File: src/rtl/sync_fifo_param.sv
// Single-clock FIFO with arbitrary depth, programmable almost-full/almost-empty
// levels, occupancy output, synchronous flush and standard or FWFT read mode.
module sync_fifo_param #(
    parameter int FIFO_WIDTH = 16,
    parameter int FIFO_DEPTH = 8,
    parameter int AF_LEVEL   = FIFO_DEPTH - 1,
    parameter int AE_LEVEL   = 1,
    parameter bit FWFT       = 1'b0
) (
    input  logic                            clk,
    input  logic                            rst,
    input  logic                            flush,
    input  logic                            wr_en,
    input  logic [FIFO_WIDTH-1:0]           data_in,
    input  logic                            rd_en,
    output logic [FIFO_WIDTH-1:0]           data_out,
    output logic                            data_valid,
    output logic                            wr_ack,
    output logic                            overflow,
    output logic                            underflow,
    output logic                            full,
    output logic                            empty,
    output logic                            almostfull,
    output logic                            almostempty,
    output logic [$clog2(FIFO_DEPTH+1)-1:0] count
);

    localparam int PW = (FIFO_DEPTH > 1) ? $clog2(FIFO_DEPTH) : 1;
    localparam int CW = $clog2(FIFO_DEPTH + 1);

    localparam logic [CW-1:0] DEPTH_C  = CW'(FIFO_DEPTH);
    localparam logic [CW-1:0] AF_C     = CW'(AF_LEVEL);
    localparam logic [CW-1:0] AE_C     = CW'(AE_LEVEL);
    localparam logic [PW-1:0] PTR_LAST = PW'(FIFO_DEPTH - 1);

    if (FIFO_DEPTH < 2) begin : g_bad_depth
        $fatal(1, "sync_fifo_param: FIFO_DEPTH must be >= 2");
    end
    if (AF_LEVEL < 1 || AF_LEVEL > FIFO_DEPTH) begin : g_bad_af
        $fatal(1, "sync_fifo_param: AF_LEVEL must be in 1..FIFO_DEPTH");
    end
    if (AE_LEVEL < 0 || AE_LEVEL > FIFO_DEPTH - 1) begin : g_bad_ae
        $fatal(1, "sync_fifo_param: AE_LEVEL must be in 0..FIFO_DEPTH-1");
    end

    logic [FIFO_WIDTH-1:0] mem [FIFO_DEPTH];
    logic [PW-1:0]         wr_ptr;
    logic [PW-1:0]         rd_ptr;
    logic                  wr_acc;
    logic                  rd_acc;

    always_comb begin
        full        = (count == DEPTH_C);
        empty       = (count == '0);
        almostfull  = (count >= AF_C);
        almostempty = (count <= AE_C);
        wr_acc      = wr_en && !full;
        rd_acc      = rd_en && !empty;
    end

    always_ff @(posedge clk) begin
        if (rst || flush) begin
            wr_ptr    <= '0;
            rd_ptr    <= '0;
            count     <= '0;
            wr_ack    <= 1'b0;
            overflow  <= 1'b0;
            underflow <= 1'b0;
        end else begin
            // Explicit wrap keeps non-power-of-2 depths inside the array.
            if (wr_acc) wr_ptr <= (wr_ptr == PTR_LAST) ? '0 : wr_ptr + PW'(1);
            if (rd_acc) rd_ptr <= (rd_ptr == PTR_LAST) ? '0 : rd_ptr + PW'(1);
            case ({wr_acc, rd_acc})
                2'b10:   count <= count + CW'(1);
                2'b01:   count <= count - CW'(1);
                default: count <= count;
            endcase
            wr_ack    <= wr_acc;
            overflow  <= wr_en && full;
            underflow <= rd_en && empty;
        end
    end

    always_ff @(posedge clk) begin
        if (!rst && !flush && wr_acc) mem[wr_ptr] <= data_in;
    end

    if (FWFT) begin : g_fwft
        always_comb begin
            data_out   = mem[rd_ptr];
            data_valid = !empty;
        end
    end else begin : g_std
        // Flush drops the valid pulse but leaves the last read word on data_out.
        always_ff @(posedge clk) begin
            if (rst) begin
                data_out   <= '0;
                data_valid <= 1'b0;
            end else if (flush) begin
                data_valid <= 1'b0;
            end else if (rd_acc) begin
                data_out   <= mem[rd_ptr];
                data_valid <= 1'b1;
            end else begin
                data_valid <= 1'b0;
            end
        end
    end

endmodule

File: config.mk
export PLATFORM = sky130hd
export DESIGN_NAME = sync_fifo_param
export DESIGN_NICKNAME = d
export VERILOG_FILES = /design/src/rtl/sync_fifo_param.sv
export SDC_FILE = /design/constraint.sdc
export NUM_CORES = 1
export LEC_CHECK = 0
export BUFFER_PORTS_ARGS = -buffer_cell sky130_fd_sc_hd__clkbuf_2
export CORE_ASPECT_RATIO = 1.4
export CORE_MARGIN = 4
export CORE_UTILIZATION = 40
export CTS_CLUSTER_SIZE = 30
export DETAILED_ROUTE_END_ITERATION = 8
export GPL_TIMING_DRIVEN = 1
export MAX_ROUTING_LAYER = met4
export SLEW_MARGIN = 20
export SYNTH_ARGS = -nofsm -noshare
export SYNTH_HDL_FRONTEND = slang
export SYNTH_SLANG_ARGS = --single-unit
File: constraint.sdc
create_clock -name clk -period 6.5 [get_ports clk]
set_clock_uncertainty 0.2 [all_clocks]
set_input_delay 1.3 -clock clk [delete_from_list [all_inputs] [get_ports clk]]
set_output_delay 1.3 -clock clk [all_outputs]
set_load 0.02 [all_outputs]
[After elaboration in Yosys (flattened, before gate mapping)]
Memories as Yosys holds them, arrays and structs flattened. A register that Yosys moved wholly into a read port is not among the register bits.
Cells that the tools add are included.
Cells by class
  add/subtract/negate cells: 4
  magnitude comparators: 2
  equality and inequality tests: 5
  multiplexer cells: 6
  bitwise operators: 1
  reductions and logical operators: 15
Operators by type and width (number)
  case mux 4 bit (2 select lines): 1
  adder 3 x 1 -> 3 bit, second input constant: 2
  == test 3 bit, second input constant: 2
  logical AND 1 bit: 6
  two-way mux 3 bit: 2
  adder 4 x 1 -> 4 bit, second input constant: 1
  == test 4 bit, second input constant: 1
  >= comparator 4 x 3 -> 1 bit, second input constant: 1
  <= comparator 4 x 1 -> 1 bit, second input constant: 1
  logical NOT 1 bit: 4
  logical NOT 4 bit: 1
  subtractor 4 x 1 -> 4 bit, second input constant: 1
  two-way mux 1 bit: 3
  == test 2 x 1 -> 1 bit, second input constant: 1
  == test 2 bit, second input constant: 1
  AND reduction 2 bit: 1
  nonzero test 2 bit: 1
  OR reduction 2 bit: 1
  logical OR 1 bit: 1
  inverter 1 bit: 1
Word-level totals
  register bits: 14
  memory bits (writable): 128
  input port bits: 21
  output and inout port bits: 28
  word-level logic and storage cells: 41
  memories kept: 1
Memory list
  mem: depth 8, width 16, rd ports 1, clocked after memory_dff 1, write ports 1, line 46  | logic [FIFO_WIDTH-1:0] mem [FIFO_DEPTH];

[Logic depth before layout (Yosys ltp)]
  depth in word-level cells: 6
  depth in mapped cells: 10
  gate-level depth less buffers: 10

[Least setup slack after synthesis]
No wires, ideal clock.
  path type: input to register
  start: input port flush
  end: memory mem[0][0], enable pin
  library setup time: 0.409 ns
  arrival time: 3.061 ns
  data required time: 5.891 ns
  slack: 2.830 ns
  cell stages on the path: 3
  buffers on the path: 0
  cells stage by stage: or2_1 > or3_1 > nor3_1
Between the ends
  longest elaborated chain between the ends: 5
Ends and longest elaborated chain
  start: declaration: line 12  | input logic flush,
  logical NOT 1 bit: line 85  | if (!rst && !flush && wr_acc) mem[wr_ptr] <= data_in;
  logical AND 1 bit (2 in a row): line 85
  two-way mux 1 bit: line 85
  two-way mux 1 bit (implied by the code): line 85
  end: declaration: line 46
Every way passes these cells.

[Final worst setup path]
  start: register count[0]
  end: output port full
Between the ends
  longest elaborated chain between the ends: 1
Ends and longest elaborated chain
  start: declaration: line 25  | output logic [$clog2(FIFO_DEPTH+1)-1:0] count
  start signal: assignment: line 74  | 2'b10: count <= count + CW'(1);
  start signal: assignment: line 75  | 2'b01: count <= count - CW'(1);
  start signal: assignment: line 76  | default: count <= count;
  == test 4 bit: line 53  | full = (count == DEPTH_C);
  end: declaration: line 21  | output logic full,
Every way passes these cells.

==> metrics.cfg <==
[run_status]
status = complete, no violations

[layout]
syn_to_final_growth_pct = 17.84
fillerInstances = 1220
stdcell_area_um2 = 7107
layout.nets = 401
antennaDiodeCount = 0
fin_cells = 574
drive_gt1_frac = 0.3688

[clocking]
clock_latency_ns = 0.41
cts_buffer_depth = 2
cts_num_sinks = 158
clk_pin_slew_ns = 0.06
cts_resized = 0
hold_buffers = 0
cts_tree = built
root_buffer = clkbuf_16
cts_max_level = 4
cts-buffers-inserted = 17
cts_setup_buffers = 0

[drt]
dr.max_layer_used = met4
drt_iter0_drc = 255
wl_met2_um = 5954
avgRoutedWirePerCell_um = 19.97
ant_nets = 0
drt_wl_total_um = 11460
first_pass_iters = 5
dr_wl_met3_um = 451
vias = 3006
post_drt_via_cell_ratio = 5.237
drc = 0
wirelength_met1_um = 4990

[die]
die_area_um2 = 17130
pin_count = 49
start_util = 0.4120
die_x_um = 111.8
die_h_um = 153.3
core_um2 = 14640
rows = 52

[synthesis]
post_synth.cell_area_avg_um2 = 19.64
yosysTopAreaCellShare = 0.6373
syn_area_um2 = 6031
yosys-top-cells-area = edfxtp_1 64%, mux4_2 11%, dfxtp_1 10%
post-synth-top-area-cell = edfxtp_1
seq_area_frac_synth = 0.7369
yosysUniqueCellTypes = 35
syn_inst = 307
ys_warn_count = 0
syn-num-nets = 336
ys_seq_elements = 158

[timing]
fmax_ghz = 0.3224
maxSlewViolCount = 0
maxSlewHeadroom = 0.2927
hold_viol_final = 0
setup_tns_ns = 0
setup_viol = 0
timing.final.ws_setup_ns = 3.398
timing.final.crit_share = 0.4772
rsz0062_at_grt = false
finalCriticalPeriod_ns = 3.102
worst_pin_slew_ns = 1.061

[placement]
pre_cts_ws_ns = 3.057
place.gp.congestion = 0.7219
dp_hpwl_um = 7236
portBuffers = 48
placed_cells = 542
placed_cell_area_um2 = 6520

[power]
p_leak_nw = 2.436
peakVddDrop_uv = 131.4
powerDensity_nw_per_um2 = 304.0
p_total_mw = 2.160

[grt]
grt_pass1_wl_um = 18150
grt_pass1_vias = 3138
grt_use_total = 0.1459
grt_antenna_before_repair = 0
grt-ovfl-total = 0
grt_max_degree = 24

[critical_path]
end_kind = output pin
critPathRequiredTime_ns = 5.00
crit_path_start = count[0]
crit_type = flip-flop to output pin
r2r-start = count[0]
worstSetupStartpointType = flip-flop
cp_data_arrival_time_ns = 1.60
worstPathMaxFanout = 7

[flow_run]
maxCapViolations = 0

[min_path]
hp-class = flip-flop to flip-flop
min_from = data_out[8]

power by group:
part	leakage (nW)	switching, mW	internal [mW]	total, mW
clock	0.278	0.397	0.570	0.967
sequential	1.40	0.00788	1.10	1.11
combinational	0.762	0.0498	0.0340	0.0837
total	2.44	0.454	1.71	2.16
registers in the layout (all words and copies together) (netlist names):
signal / cells
wr_ack: 1
data_out: 16
data_valid: 1
rd_ptr: 3
overflow: 1
wr_ptr: 3
mem: 128
count: 4
underflow: 1
routing by layer:
metal  vias to the layer above  global-route usage
li1                       1374                   -
met1                      1556              0.1855
met2                        72              0.2321
met3                         4             0.04074
met4                         0             0.03826
met5                         -                   -
path summary, 6_finish.rpt:
kind                            cells past startpoint     endpoint  slack [ns]
worst max-delay path                                5         full        3.40
worst max register to register                      6    mem[5][4]        3.72
worst min-delay path                                1  data_out[8]        0.28
worst min register to register                      1  data_out[8]        0.28
worst max-delay path: stages, from the launching register on:
cell	delay, ns
dfxtp_1	0.47
inv_1	0.07
ha_1	0.24
nand3b_1	0.18
inv_1	0.07
clkbuf_2	0.16
placed cells by master (no fill, tap or decap), types with 2 or more instances in the layout:
master / netlist / layout
edfxtp_1: 128 / 128
clkbuf_2: 0 / 48
mux4_2: 29 / 29
dfxtp_1: 30 / 29
clkbuf_16: 0 / 17
mux2_2: 16 / 16
a22o_1: 16 / 16
nor2_1: 13 / 13
buf_4: 0 / 11
nand2_1: 9 / 9
a21oi_1: 8 / 8
ha_1: 8 / 8
inv_1: 4 / 4
or3_1: 4 / 4
clkinv_4: 0 / 4
inv_6: 0 / 4
mux4_1: 3 / 3
clkinvlp_4: 0 / 3
nand3b_1: 2 / 2
nand2b_1: 2 / 2
nor3_2: 0 / 2
xor2_1: 2 / 2
nand4b_1: 2 / 2
and3_1: 2 / 2
bufinv_16: 0 / 2
kinds of logic after synthesis:
family | share of synthesized area
multiplexers | 0.1529
XOR/XNOR | 0.004358
flip-flops | 0.7369
adder cells (fa/ha/maj) | 0.01660
AO/OA/AOI/OAI | 0.03465
AND/OR/NAND/NOR | 0.03797
buffers and inverters | 0.01659
area by class of cell:
| class | count | area [um2] | share of cell area |
|---|---|---|---|
| clock buffer | 17 | 425.4 | 0.05986 |
| clock inverter | 15 | 161.4 | 0.02271 |
| inverter | 5 | 18.77 | 0.002641 |
| multi-input combinational | 131 | 1496 | 0.2106 |
| sequential | 158 | 4446 | 0.6255 |
| tap | 189 | 236.5 | 0.03327 |
| timing repair buffer | 59 | 322.8 | 0.04542 |
synthesized netlist by cell type:
cell type  instances
nand4_1            1
a21oi_1            8
nand4b_1           2
mux2_2            16
nand2b_1           2
mux2i_1            1
a21oi_2            1
nor2_1            13
xnor2_1            1
mux4_1             3
nor3_1             3
buf_2              2
xor2_1             2
or2_1              1
clkbuf_1           6
a211oi_1           1
inv_1              4
dfxtp_1           30
or4b_1             1
nand2b_2           1
or3_1              4
ha_1               8
edfxtp_1         128
nand3b_1           2
inv_2              1
buf_6              4
mux4_2            29
nand2_1            9
nor3b_2            1
buf_1              1
o21ai_0            1
and3_1             2
a21o_1             1
a22o_1            16
nand3_1            1
per-stage QoR:
step	hold WS, ns	util
floorplan	0.2626	-
CTS	0.2871	0.4855
finish	0.2808	0.4855
detailed placement	0.2660	0.4454
global route	0.3031	0.4855
global placement	0.2617	0.4454
No activity file was read; power rests on OpenSTA's default activity.
